`config.mk`:
```
export PLATFORM = sky130hd
export DESIGN_NAME = panel_cursor_ctrl
export DESIGN_NICKNAME = d
export VERILOG_FILES = /design/src/rtl/panel_cursor_ctrl_pkg.sv /design/src/rtl/panel_cursor_ctrl_ps2_key_event.sv /design/src/rtl/panel_cursor_ctrl.sv
export SDC_FILE = /design/constraint.sdc
export NUM_CORES = 1
export LEC_CHECK = 0
export ABC_AREA = 1
export BUFFER_PORTS_ARGS = -buffer_cell sky130_fd_sc_hd__buf_2
export CAP_MARGIN = 5
export CORE_MARGIN = 4
export CORE_UTILIZATION = 43
export CTS_BUF_LIST = sky130_fd_sc_hd__clkbuf_8
export DETAILED_ROUTE_END_ITERATION = 10
export MAX_ROUTING_LAYER = met4
export PLACE_DENSITY = 0.66
export SLEW_MARGIN = 20
export SYNTH_ARGS = -nofsm -noshare
export SYNTH_HDL_FRONTEND = slang
export SYNTH_SLANG_ARGS = --single-unit
```
`constraint.sdc`:
```
create_clock -name clk_i -period 6.63 [get_ports clk_i]
set_input_delay 0.3315 -clock clk_i [delete_from_list [all_inputs] [get_ports clk_i]]
set_output_delay 0.3315 -clock clk_i [all_outputs]
set_load 0.005 [all_outputs]
```
`src/rtl/panel_cursor_ctrl_pkg.sv`:
```
// Shared constants and types for the front-panel cursor/switch controller.
// Scancodes come from the PS/2 set 2 make codes that hps_io forwards.
package panel_cursor_ctrl_pkg;

  typedef enum logic [1:0] {
    SW_CENTER = 2'b00,
    SW_UP     = 2'b01,
    SW_DOWN   = 2'b10
  } sw_state_e;

  typedef enum logic [1:0] {
    ST_IDLE,
    ST_DELAY,
    ST_REPEAT
  } mv_state_e;

  localparam int unsigned PS2_STROBE = 10;
  localparam int unsigned PS2_PRESS  = 9;
  localparam int unsigned PS2_EXT    = 8;

  localparam logic [7:0] SC_A     = 8'h1C;
  localparam logic [7:0] SC_D     = 8'h23;
  localparam logic [7:0] SC_W     = 8'h1D;
  localparam logic [7:0] SC_S     = 8'h1B;
  localparam logic [7:0] SC_SPACE = 8'h29;
  localparam logic [7:0] SC_X     = 8'h22;
  localparam logic [7:0] SC_LEFT  = 8'h6B;
  localparam logic [7:0] SC_RIGHT = 8'h74;
  localparam logic [7:0] SC_UP    = 8'h75;
  localparam logic [7:0] SC_DOWN  = 8'h72;

  typedef struct packed {
    logic left;
    logic right;
    logic grp_up;
    logic grp_dn;
    logic act_up;
    logic act_dn;
  } key_t;

endpackage

```
`src/rtl/panel_cursor_ctrl_ps2_key_event.sv`:
```
// Detects a new ps2_key strobe toggle and decodes it into a one-hot key class.
// The first cycle after reset only captures the strobe, so a stale bus never fires.
module panel_cursor_ctrl_ps2_key_event
  import panel_cursor_ctrl_pkg::*;
(
  input  logic        clk_i,
  input  logic        reset_n_i,
  input  logic [10:0] ps2_key_i,
  output logic        key_ev_o,
  output logic        key_press_o,
  output key_t        key_o
);

  logic       strobe_q;
  logic       armed_q;
  logic [7:0] code;

  assign code = ps2_key_i[7:0];

  always_ff @(posedge clk_i or negedge reset_n_i) begin
    if (!reset_n_i) begin
      strobe_q <= 1'b0;
      armed_q  <= 1'b0;
    end else begin
      strobe_q <= ps2_key_i[PS2_STROBE];
      armed_q  <= 1'b1;
    end
  end

  always_comb begin
    key_o = '0;
    if (ps2_key_i[PS2_EXT]) begin
      case (code)
        SC_LEFT:  key_o.left   = 1'b1;
        SC_RIGHT: key_o.right  = 1'b1;
        SC_UP:    key_o.grp_up = 1'b1;
        SC_DOWN:  key_o.grp_dn = 1'b1;
        default:  ;
      endcase
    end else begin
      case (code)
        SC_A:     key_o.left   = 1'b1;
        SC_D:     key_o.right  = 1'b1;
        SC_W:     key_o.grp_up = 1'b1;
        SC_S:     key_o.grp_dn = 1'b1;
        SC_SPACE: key_o.act_up = 1'b1;
        SC_X:     key_o.act_dn = 1'b1;
        default:  ;
      endcase
    end
  end

  assign key_ev_o    = armed_q && (ps2_key_i[PS2_STROBE] != strobe_q) && (key_o != '0);
  assign key_press_o = ps2_key_i[PS2_PRESS];

endmodule

```
`src/rtl/panel_cursor_ctrl.sv`:
```
// Keyboard cursor with auto-repeat and the 2-bit state array of the panel switches.
//   state     | meaning
//   ST_IDLE   | no left/right key held
//   ST_DELAY  | move key held, waiting for the first auto-repeat
//   ST_REPEAT | move key held, stepping once per repeat period
module panel_cursor_ctrl
  import panel_cursor_ctrl_pkg::*;
#(
  parameter int unsigned        NUM_SW         = 25,
  parameter int unsigned        GROUP_SPLIT    = 16,
  parameter logic [NUM_SW-1:0]  MOMENTARY_MASK = 25'h1FF0000,
  parameter int unsigned        REPEAT_DELAY   = 25_000_000,
  parameter int unsigned        REPEAT_PERIOD  = 6_250_000,
  localparam int unsigned       IW             = $clog2(NUM_SW)
) (
  input  logic                clk_i,
  input  logic                reset_n_i,
  input  logic [10:0]         ps2_key_i,
  output logic [IW-1:0]       cursor_index_o,
  output logic [2*NUM_SW-1:0] switches_status_o,
  output logic                sw_event_o,
  output logic [IW-1:0]       sw_event_index_o
);

  localparam int unsigned CW = $clog2((REPEAT_DELAY > REPEAT_PERIOD) ? REPEAT_DELAY : REPEAT_PERIOD);
  localparam logic [CW-1:0] DELAY_LOAD  = CW'(REPEAT_DELAY - 1);
  localparam logic [CW-1:0] PERIOD_LOAD = CW'(REPEAT_PERIOD - 1);

  function automatic logic [IW-1:0] step_left(input logic [IW-1:0] c);
    return (c == '0) ? IW'(NUM_SW - 1) : c - IW'(1);
  endfunction

  function automatic logic [IW-1:0] step_right(input logic [IW-1:0] c);
    return (c == IW'(NUM_SW - 1)) ? '0 : c + IW'(1);
  endfunction

  logic key_ev;
  logic key_press;
  key_t key;

  panel_cursor_ctrl_ps2_key_event u_key_event (
    .clk_i       (clk_i),
    .reset_n_i   (reset_n_i),
    .ps2_key_i   (ps2_key_i),
    .key_ev_o    (key_ev),
    .key_press_o (key_press),
    .key_o       (key)
  );

  mv_state_e     mv_q;
  logic [CW-1:0] cnt_q;
  logic          dir_right_q;
  logic          mv_key, mv_same, mv_restart, mv_stop, rep_step;

  assign mv_key     = key_ev && (key.left || key.right);
  assign mv_same    = (mv_q != ST_IDLE) && (key.right == dir_right_q);
  // A typematic re-press of the key already held must not restart the delay.
  assign mv_restart = mv_key && key_press && !mv_same;
  assign mv_stop    = mv_key && !key_press && mv_same;
  assign rep_step   = (mv_q != ST_IDLE) && (cnt_q == '0);

  always_ff @(posedge clk_i or negedge reset_n_i) begin
    if (!reset_n_i) begin
      mv_q        <= ST_IDLE;
      cnt_q       <= '0;
      dir_right_q <= 1'b0;
    end else if (mv_restart) begin
      mv_q        <= ST_DELAY;
      cnt_q       <= DELAY_LOAD;
      dir_right_q <= key.right;
    end else if (mv_stop) begin
      mv_q  <= ST_IDLE;
      cnt_q <= '0;
    end else if (mv_q != ST_IDLE) begin
      if (cnt_q == '0) begin
        mv_q  <= ST_REPEAT;
        cnt_q <= PERIOD_LOAD;
      end else begin
        cnt_q <= cnt_q - CW'(1);
      end
    end
  end

  logic [IW-1:0]       cursor_q, cursor_d;
  logic [2*NUM_SW-1:0] sw_q, sw_d;
  logic                ev_q, ev_d;
  logic [IW-1:0]       ev_idx_q, ev_idx_d;
  logic                held_q, held_d;
  logic                held_up_q, held_up_d;
  logic [IW-1:0]       held_idx_q, held_idx_d;

  always_comb begin
    cursor_d   = cursor_q;
    sw_d       = sw_q;
    ev_d       = 1'b0;
    ev_idx_d   = ev_idx_q;
    held_d     = held_q;
    held_up_d  = held_up_q;
    held_idx_d = held_idx_q;
    if (key_ev) begin
      if (mv_restart) begin
        cursor_d = key.right ? step_right(cursor_q) : step_left(cursor_q);
      end else if (key_press && key.grp_up) begin
        cursor_d = IW'(GROUP_SPLIT);
      end else if (key_press && key.grp_dn) begin
        cursor_d = '0;
      end
      if (key_press && (key.act_up || key.act_dn)) begin
        if (MOMENTARY_MASK[cursor_q]) begin
          // Clear the previously held switch first so a re-press on it lands on the new value.
          if (held_q) sw_d[{held_idx_q, 1'b0} +: 2] = SW_CENTER;
          sw_d[{cursor_q, 1'b0} +: 2] = key.act_up ? SW_UP : SW_DOWN;
          held_d     = 1'b1;
          held_up_d  = key.act_up;
          held_idx_d = cursor_q;
        end else if (key.act_up) begin
          sw_d[{cursor_q, 1'b0} +: 2] = (sw_q[{cursor_q, 1'b0} +: 2] == SW_UP) ? SW_CENTER : SW_UP;
        end else begin
          sw_d[{cursor_q, 1'b0} +: 2] = SW_CENTER;
        end
        ev_d = (sw_d[{cursor_q, 1'b0} +: 2] != sw_q[{cursor_q, 1'b0} +: 2]);
        if (ev_d) ev_idx_d = cursor_q;
      end else if (!key_press && held_q && (held_up_q ? key.act_up : key.act_dn)) begin
        sw_d[{held_idx_q, 1'b0} +: 2] = SW_CENTER;
        held_d = 1'b0;
        ev_d   = (sw_q[{held_idx_q, 1'b0} +: 2] != SW_CENTER);
        if (ev_d) ev_idx_d = held_idx_q;
      end
    end else if (rep_step) begin
      cursor_d = dir_right_q ? step_right(cursor_q) : step_left(cursor_q);
    end
  end

  always_ff @(posedge clk_i or negedge reset_n_i) begin
    if (!reset_n_i) begin
      cursor_q   <= '0;
      sw_q       <= '0;
      ev_q       <= 1'b0;
      ev_idx_q   <= '0;
      held_q     <= 1'b0;
      held_up_q  <= 1'b0;
      held_idx_q <= '0;
    end else begin
      cursor_q   <= cursor_d;
      sw_q       <= sw_d;
      ev_q       <= ev_d;
      ev_idx_q   <= ev_idx_d;
      held_q     <= held_d;
      held_up_q  <= held_up_d;
      held_idx_q <= held_idx_d;
    end
  end

  assign cursor_index_o    = cursor_q;
  assign switches_status_o = sw_q;
  assign sw_event_o        = ev_q;
  assign sw_event_index_o  = ev_idx_q;

endmodule

```
==> impl_metrics.tcl, run 1 <==
set metrics [dict create \
    ff2ff_setup_slack_ns 1.97 \
    drive_gt1_share_pct 11.11 \
    cts_sinks 98 \
    grt_pass1_wl_mm 54.00 \
    end_kind "flip-flop" \
    drv.max_cap_violation_count 0 \
    status "finished, final reports clean" \
    fmax_mhz 214.6 \
    period_share_pct 70.27 \
    startpoint_type "flip-flop" \
    seq_area_frac_synth_pct 29.63 \
    ys_warn_count 0 \
    min_to "u_key_event.strobe_q" \
    yosys.area.top_type "dfrtp_1" \
    r2r_cells 25 \
    instances_no_fill 1655 \
    fin_util_pct 48.28 \
    total_leakage_power_nw 4.179 \
    syn_nets 1359 \
    start_util_pct 43.96 \
    muxShareOfSynthArea_pct 0 \
    period_needed_ns 4.659 \
    fin_total_pwr_mw 2.170 \
    synth-simple-area-share_pct 34.08 \
    via_count 9735 \
    firstDrtPassIters 9 \
    wirelength_mm 35.30 \
    synth_compound_area_share_pct 20.84 \
    powerDensity_mw_per_mm2 238.7 \
    ys.flop_type "dfrtp_1" \
    die_h_um 146.8 \
    worstMarginPinSlew_ns 1.308 \
    rows 50 \
    n_fill_cell 2049 \
    pin_count 74 \
    finalSetupTns_ns 0 \
    die_area_mm2 0.02154 \
    synth_fa_ha_area_share_pct 1.814 \
    yosys.area_share.xor_xnor_pct 1.799 \
    cts.clk_slew.worst_paths_ns 0.12 \
    place_congestion 1.037 \
    layout_common_cells "294 x nand2_1, 189 x nor2_1, 171 x inv_1, 105 x o21ai_0" \
    n_antenna_cell 0 \
    fin_skew_ns 0.01867 \
    post_drt_wl_per_cell_um 21.33 \
    synth_top_family_by_area "simple AND/OR/NAND/NOR gates" \
    cts.htree.levels 3 \
    worstPathArrival_ns 5.01 \
    crit_required_ns 6.98 \
    grt_max_degree 64 \
    cts_tree "yes" \
    die_x_um 146.8 \
    place.port_buffers 73 \
    hp-start "ps2_key_i[10]" \
    nets 1415 \
    clockRootBuffer "clkbuf_8" \
    first_global_vias 8827 \
    dp_cells 1638 \
    syn_area_mm2 0.008278 \
    synth_top_area_share_pct 29.63 \
    drt_iter0_drc 1315 \
    clock_latency_ns 0.42 \
    area_growth_pct 9.825 \
    synthCells 1334 \
    critical_path_class "reg -> reg" \
    viasPerCell 5.882 \
    dp_hpwl_mm 26.72 \
    syn_avg_cell_area_um2 6.205 \
    drc 0 \
    hold_path_class "in -> reg" \
    setup_viol 0 \
    cp_max_fo 39 \
    maxSlewViolCount 0 \
    whs_path_depth 1 \
    vdd_drop_max_mv 0.1126 \
    reg2reg_from "cursor_index_o[0]" \
    final_common_cell "nand2_1" \
    reg2reg_to "sw_event_index_o[3]" \
    synth_area_leaders "dfrtp_1 30%, nand2_1 13%, nor2_1 8.6%" \
    cts_made_buffers 9 \
    track_usage_pct 33.27 \
    coreArea_mm2 0.01883 \
    antenna_found_initial 0 \
    gr-total-overflow 0 \
    synthArstFlopShare_pct 100.0 \
    finalHoldViolCount 0 \
    synth_edf_count 0 \
    yosys_register_bits 98 \
    cts.path.max_buffers 2 \
    grt_setup_unrepaired "false" \
    max_slew_margin_pct 11.66 \
    drtAntennaViolNets 0 \
    synth_cell_type_count 50 \
]
## worst max-delay path: stages, from the launching register on
cell	delay, ns
dfrtp_1	0.34
buf_4	0.42
inv_2	0.38
ha_1	0.33
inv_1	0.07
nor2_1	0.07
nor2_2	0.13
buf_4	0.25
inv_2	0.17
nor2_1	0.22
nand2_1	0.11
nor2_1	0.33
inv_1	0.10
o211ai_1	0.20
o21ai_0	0.33
o22ai_1	0.19
o21ai_1	0.08
nand2_1	0.09
inv_1	0.04
nand3_1	0.09
a21oi_1	0.09
nor2_2	0.16
nand3_4	0.14
nand2_4	0.12
nand2_1	0.06
nand2_1	0.05
## kinds of logic after synthesis
logic type | count (synthesis)
compound gates | 298
xor+xnor | 17
fa+ha+maj | 12
buf+inv | 250
flops | 98
other cells | 1
simple gates | 658
## cell usage after synthesis (all sizes together), types with 11 or more instances
master  instances
nand2         299
inv           200
nor2          197
o21ai         136
nand3         100
dfrtp          98
a21oi          64
o22ai          39
nor3           36
clkbuf         23
buf            21
nand4          15
o211ai         13
ha             12
o311ai         11
## cell type report
cell class | instances | area [um2] | share of cell area, %
clock inverters | 7 | 76.32 | 0.8395
repair buffers | 89 | 490.5 | 5.395
clock buffers | 9 | 123.9 | 1.363
flip-flops and latches | 98 | 2452 | 26.97
inverters | 206 | 773.2 | 8.505
well taps | 260 | 325.3 | 3.578
multi-input cells | 986 | 4850 | 53.34
## per-stage QoR
step           area (um2)  hold slack (ns)  worst slack [ns]
2_1_floorplan        8278          0.03591             3.514
3_3_place_gp         8881           0.3072             2.188
3_5_place_dp         8881           0.3161             2.218
4_1_cts              9091          0.03279             2.178
5_1_grt              9091          0.03923             1.752
6_report             9091          0.04162             1.971
## metal layers
metal  GRT usage (%)  routed length [um]
met5               -                   0
met1           49.51               15790
met3           5.768                3916
met2           45.36               14400
met4           11.15                1192
## timing repair
action	in CTS	in global routing
hold buffers	1	0
resized for setup	0	0
buffers inserted	0	0
hold endpoints to repair	35	0
## sequential cells by signal (all words and copies together) (netlist names)
| name | count |
|---|---|
| cnt_q | 25 |
| cursor_index_o | 5 |
| dir_right_q | 1 |
| held_idx_q | 5 |
| held_q | 1 |
| held_up_q | 1 |
| mv_q | 2 |
| sw_event_index_o | 5 |
| sw_event_o | 1 |
| switches_status_o | 50 |
| u_key_event.armed_q | 1 |
| u_key_event.strobe_q | 1 |
## worst max-delay path by stage
stage | depth (start not counted) | slack (ns) | start | endpoint
finish | 25 | 1.97 | cursor_index_o[0] | sw_event_index_o[3]
global placement | 25 | 2.19 | cursor_index_o[0] | sw_event_index_o[2]
detailed placement | 25 | 2.22 | cursor_index_o[0] | sw_event_index_o[3]
global route | 25 | 1.75 | cursor_index_o[0] | sw_event_index_o[0]
floorplan | 23 | 3.51 | cursor_index_o[0] | sw_event_index_o[0]
CTS | 25 | 2.18 | cursor_index_o[0] | sw_event_index_o[3]
## power breakdown
group          switching (mW)  total (mW)  internal (mW)
clock                   0.277       0.429          0.152
combinational           0.743        1.01          0.265
sequential             0.0767       0.733          0.656
total                    1.10        2.17           1.07
Power figures use the tool's default switching activity.
==> run 2, diff against run 1 <==
==> constraint.sdc (replaced) <==
create_clock -name clk_i -period 4.8 [get_ports clk_i]
set_input_delay 0.24 -clock clk_i [delete_from_list [all_inputs] [get_ports clk_i]]
set_output_delay 0.24 -clock clk_i [all_outputs]
set_load 0.005 [all_outputs]
==> run 2 against run 1 <==
Effect of this change:
- combinational power rose by 45%
- first-iteration DRC count fell by 11%
- non-clock buffer count rose by 21
- via count rose by 0.82%
- largest cell class unchanged
- cell area rose by 1.9%
- clock power rose by 36%
- sequential power rose by 36%
- critical endpoint is now sw_event_index_o[2]
- sequential cell count did not move
- final cell count rose by 1.3%
- wire length rose by 4.1%
==> impl_metrics.tcl, run 2 (synthesis gave the netlist of run 1 again) <==
set metrics [dict create \
    max_slew_margin_pct 17.55 \
    fin_skew_ns 0.02721 \
    register_area_mm2 0.002452 \
    fin_area_mm2 0.009261 \
    post_drt_wl_per_cell_um 21.91 \
    grt_setup_unrepaired "false" \
    n_fill_cell 2021 \
    setup_viol 0 \
    coreArea_mm2 0.01883 \
    multi_input_area_mm2 0.004852 \
    clockRootBuffer "clkbuf_8" \
    first_global_vias 9043 \
    fin_ws_ns 0.8046 \
    via_count 9815 \
    track_usage_pct 34.36 \
    whs_ns 0.1837 \
    die_area_mm2 0.02154 \
    clock_latency_ns 0.42 \
    cp_top_family "simple AND/OR/NAND/NOR gates" \
    crit_top_cell "nand2_1" \
    die_h_um 146.8 \
    max_stage_delay_ns 0.62 \
    period_needed_ns 3.995 \
    worstMarginPinSlew_ns 1.221 \
    area_growth_pct 11.88 \
    fin_util_pct 49.18 \
    critical_path_class "reg -> reg" \
    grt_pass1_wl_mm 54.56 \
    startpoint_type "flip-flop" \
    finalHoldViolCount 0 \
    path_cells "inv_2 -> ha_1 -> inv_1 -> nor2_1 -> nand4_1 -> o21ai_0 -> o22ai_1 -> a21oi_1 -> nand2_1 -> nand2_1 -> nand2_1 -> inv_1 -> nand3_1 -> nand3_1 -> nand2_1 -> nor2_2 -> nand3_4 -> nand2_4 -> nand2_1 -> nand2_1" \
    place_worst_setup_slack_ns 1.040 \
    cts.htree.levels 3 \
    grt_max_degree 59 \
    powerDensity_mw_per_mm2 327.6 \
    nets 1436 \
    status "finished, final reports clean" \
    hold_path_class "in -> reg" \
    cts.clk_slew.worst_paths_ns 0.12 \
    total_leakage_power_nw 4.279 \
    place.port_buffers 73 \
    drt_iter0_drc 1174 \
    period_share_pct 83.24 \
    drv.max_cap_violation_count 0 \
    fin_total_pwr_mw 3.034 \
    cts-resized-gates 0 \
    place_congestion 1.005 \
    wirelength_mm 36.75 \
    crit_required_ns 5.14 \
    fmax_mhz 250.3 \
    drtAntennaViolNets 0 \
    die_x_um 146.8 \
    cts_made_buffers 9 \
    firstDrtPassIters 7 \
    cts.path.max_buffers 2 \
    finalSetupTns_ns 0 \
    cp_slowest_cell "dfrtp_1" \
    layout_common_cells "294 x nand2_1, 188 x nor2_1, 171 x inv_1, 105 x o21ai_0" \
    instances_no_fill 1677 \
    dp_cells 1658 \
    path_buf_inv 3 \
    antenna_found_initial 0 \
    final_common_cell "nand2_1" \
    maxSlewViolCount 0 \
    dp_hpwl_mm 28.41 \
    start_util_pct 43.96 \
    cts_tree "yes" \
    drive_gt1_share_pct 12.43 \
    pin_count 74 \
    worstPathArrival_ns 4.34 \
    rows 50 \
    largest_reg_flops 50 \
    end_kind "flip-flop" \
    vdd_drop_max_mv 0.1947 \
    viasPerCell 5.853 \
    gr-total-overflow 0 \
    cts_sinks 98 \
    placed_cell_area_mm2 0.009031 \
    drc 0 \
    cp_max_fo 9 \
]
==> run 2: cell count changes in the layout (fill, tap and decap cells not counted), sizes merged <==
cell,previous run,this run
inv,205,203
dlygate4sd3,1,2
clkinv,8,10
diode,0,1
buf,88,108
==> run 2: final timing paths <==
| check | cells past startpoint | startpoint | to | slack [ns] |
|---|---|---|---|---|
| worst max-delay path | 20 | cursor_index_o[1] | sw_event_index_o[2] | 0.80 |
| worst min-delay path | 3 | ps2_key_i[9] | dir_right_q | 0.18 |
| worst max register to register | 20 | cursor_index_o[1] | sw_event_index_o[2] | 0.80 |
| worst min register to register | 2 | sw_event_index_o[0] | sw_event_index_o[0] | 0.49 |
| max in group asynchronous | 3 | reset_n_i | held_idx_q[1] | 3.33 |
| min in group asynchronous | 2 | reset_n_i | held_idx_q[0] | 0.43 |
==> run 2: timing repair <==
item / CTS / global route
endpoints found under the setup margin: 0 / 0
buffers inserted: 0 / 0
hold endpoints to repair: 58 / 0
hold buffers: 2 / 0
==> run 2: worst register-to-register path, cell delays in order, from the launching register on <==
cell and delay [ns]:
dfrtp_1 0.62, inv_2 0.07, ha_1 0.41, inv_1 0.18, nor2_1 0.41, nand4_1 0.42
o21ai_0 0.43, o22ai_1 0.23, a21oi_1 0.16, nand2_1 0.08, nand2_1 0.08, nand2_1 0.06
inv_1 0.06, nand3_1 0.08, nand3_1 0.08, nand2_1 0.06, nor2_2 0.15, nand3_4 0.14
nand2_4 0.12, nand2_1 0.06, nand2_1 0.05
==> run 2: final cells by class <==
type	instances	area share, %
Antenna cell	1	0.02702
Clock buffer	9	1.337
Clock inverter	7	0.8781
Inverter	206	8.349
Multi-Input combinational cell	986	52.39
Sequential cell	98	26.48
Tap cell	260	3.513
Timing Repair Buffer	110	7.025
==> run 2: power by group <==
group	internal, mW	leakage (nW)	total, mW	switching (mW)
combinational	0.415	3.18	1.46	1.04
sequential	0.907	0.998	0.996	0.0887
clock	0.210	0.103	0.582	0.372
==> run 2: routing by layer <==
metal | share of wire, % | track usage [%]
met5 | 0 | -
met2 | 40 | 46.97
met1 | 44 | 47.40
met4 | 3.4 | 12.84
met3 | 13 | 10.83
==> run 3, diff against run 2 <==
--- a/config.mk
+++ b/config.mk
@@ -13,7 +13,7 @@
 export CTS_BUF_LIST = sky130_fd_sc_hd__clkbuf_8
 export DETAILED_ROUTE_END_ITERATION = 10
 export MAX_ROUTING_LAYER = met4
-export PLACE_DENSITY = 0.66
+export PLACE_DENSITY = 0.68
 export SLEW_MARGIN = 20
 export SYNTH_ARGS = -nofsm -noshare
 export SYNTH_HDL_FRONTEND = slang
==> constraint.sdc (replaced) <==
create_clock -name clk_i -period 3.2 [get_ports clk_i]
set_input_delay 0.16 -clock clk_i [delete_from_list [all_inputs] [get_ports clk_i]]
set_output_delay 0.16 -clock clk_i [all_outputs]
set_load 0.005 [all_outputs]
==> run 3 against run 2 <==
Effect of this change:
- the flow now finishes with violations (setup timing)
- highest routed layer unchanged
- largest power group unchanged
- clock power rose by 52%
- die area did not move
- critical path type unchanged
- critical path depth rose by 4
- register-to-register slack got worse by 0.98 ns
- global-route usage rose by 2.9 points
- worst hold slack got worse by 0.064 ns
- cell area rose by 25%
==> impl_metrics.tcl, run 3 (synthesis gave the netlist of run 1 again) <==
set metrics [dict create \
    die_x_um 146.8 \
    place_congestion 1.123 \
    dp_hpwl_mm 31.24 \
    clock_latency_ns 0.41 \
    period_share_pct 105.5 \
    firstDrtPassIters 6 \
    period_needed_ns 3.376 \
    max_slew_margin_pct 37.51 \
    layout_common_cells "264 x nand2_1, 226 x buf_4, 162 x inv_1, 158 x nor2_1, 98 x o21ai_0" \
    place.port_buffers 73 \
    dp_cells 1831 \
    post_drt_wl_per_cell_um 21.10 \
    drt_iter0_drc 1328 \
    fin_skew_ns 0.02326 \
    fin_ws_ns -0.1755 \
    gr-total-overflow 0 \
    area_growth_pct 40.01 \
    die_area_mm2 0.02154 \
    largest_reg_flops 50 \
    fmax_mhz 296.2 \
    instances_no_fill 1886 \
    clockRootBuffer "clkbuf_8" \
    setup_viol 6 \
    maxSlewViolCount 0 \
    cts_sinks 98 \
    violations "setup timing" \
    grt_pass1_wl_mm 60.04 \
    vdd_drop_max_mv 0.3290 \
    placed_cell_area_mm2 0.01035 \
    rows 50 \
    powerDensity_mw_per_mm2 500.9 \
    grt_setup_unrepaired "true" \
    antenna_found_initial 0 \
    fin_total_pwr_mw 5.805 \
    drtAntennaViolNets 0 \
    critical_path_class "reg -> reg" \
    start_util_pct 43.96 \
    startpoint_type "flip-flop" \
    worstMarginPinSlew_ns 0.9256 \
    crit_end "sw_event_index_o[3]" \
    n_fill_cell 1848 \
    viasPerCell 5.692 \
    nets 1645 \
    fin_area_mm2 0.01159 \
    ff2ff_setup_slack_ns -0.18 \
    cts.clk_slew.worst_paths_ns 0.13 \
    total_leakage_power_nw 5.509 \
    final_common_cell "nand2_1" \
    cts.htree.levels 3 \
    place_worst_setup_slack_ns -0.3986 \
    finalSetupTns_ns -0.9424 \
    drc 0 \
    worstPathArrival_ns 3.68 \
    cp_max_fo 6 \
    first_global_vias 10030 \
    coreArea_mm2 0.01883 \
    cts_made_buffers 9 \
    finalHoldViolCount 0 \
    r2r_cells 24 \
    hold_path_class "in -> reg" \
    end_kind "flip-flop" \
    critPathLaunch "cursor_index_o[0]" \
    wirelength_mm 39.80 \
    die_h_um 146.8 \
    drive_gt1_share_pct 31.26 \
    cts.path.max_buffers 2 \
    reg2reg_to "sw_event_index_o[3]" \
    status "complete, but fails checks" \
    drv.max_cap_violation_count 0 \
    cts_tree "yes" \
    via_count 10740 \
    reg2reg_from "cursor_index_o[0]" \
    crit_required_ns 3.50 \
    pin_count 74 \
    track_usage_pct 37.21 \
    grt_max_degree 38 \
]
run 3: what timing repair did:
item | in CTS | in global routing
cloned | 2 | 2
gates resized for setup | 120 | 66
endpoints found under the hold margin | 36 | 0
setup buffers | 17 | 16
hold buffers | 2 | 0
pin swaps | 36 | 41
endpoints found under the setup margin | 7 | 20
run 3: metrics by stage:
stage	hold slack [ns]	util (%)
finish	0.1200	61.55
global route	0.1405	61.53
floorplan	-0.1356	-
CTS	0.1023	59.34
global placement	0.1482	54.99
detailed placement	0.1457	54.99
run 3: cell type report:
cell class / count / area, um2 / area share (%)
Inverter: 206 / 785.8 / 6.780
Tap cell: 260 / 325.3 / 2.807
Timing Repair Buffer: 319 / 2407 / 20.77
Multi-Input combinational cell: 986 / 5410 / 46.68
Clock inverter: 7 / 81.33 / 0.7017
Sequential cell: 98 / 2454 / 21.17
Clock buffer: 9 / 123.9 / 1.069
Antenna cell: 1 / 2.502 / 0.02159
run 3: report_power, final:
part	switching, mW	leakage, nW	internal [mW]
Combinational	2.04	4.41	1.39
Clock	0.567	0.103	0.315
Sequential	0.123	0.996	1.36
Total	2.73	5.51	3.07
run 3: critical path, stage by stage (launching register included):
cell	delay [ns]
dfrtp_2	0.47
buf_8	0.16
buf_12	0.14
buf_4	0.15
nand2_2	0.09
nand3_1	0.08
nand2_1	0.10
nand2_1	0.07
nand3_2	0.09
o21ai_4	0.08
nand2_4	0.09
buf_6	0.09
nand4_1	0.20
o21ai_1	0.22
nand2_1	0.11
a21oi_2	0.21
nand3_1	0.12
nand2_1	0.12
nand2_1	0.08
o21ai_1	0.13
nand2_1	0.10
nand3_4	0.14
nand2_4	0.09
nand2_2	0.08
nand2_1	0.04
run 3: routing by layer:
| metal | share of wire (%) | wire [um] | global-route usage (%) |
|---|---|---|---|
| met1 | 45 | 17860 | 54.14 |
| met3 | 10 | 3990 | 7.033 |
| met2 | 42 | 16740 | 53.38 |
| met5 | 0 | 0 | - |
| met4 | 3.0 | 1200 | 9.125 |
run 3: worst min path at each step:
| stage | start | endpoint | cells after the start |
|---|---|---|---|
| after CTS | ps2_key_i[9] | dir_right_q | 3 |
| final | ps2_key_i[9] | dir_right_q | 3 |
| after detailed placement | reset_n_i | switches_status_o[9] | 1 |
| after floorplan | reset_n_i | cnt_q[0] | 0 |
| after global placement | reset_n_i | switches_status_o[9] | 1 |
| after global routing | ps2_key_i[9] | dir_right_q | 3 |
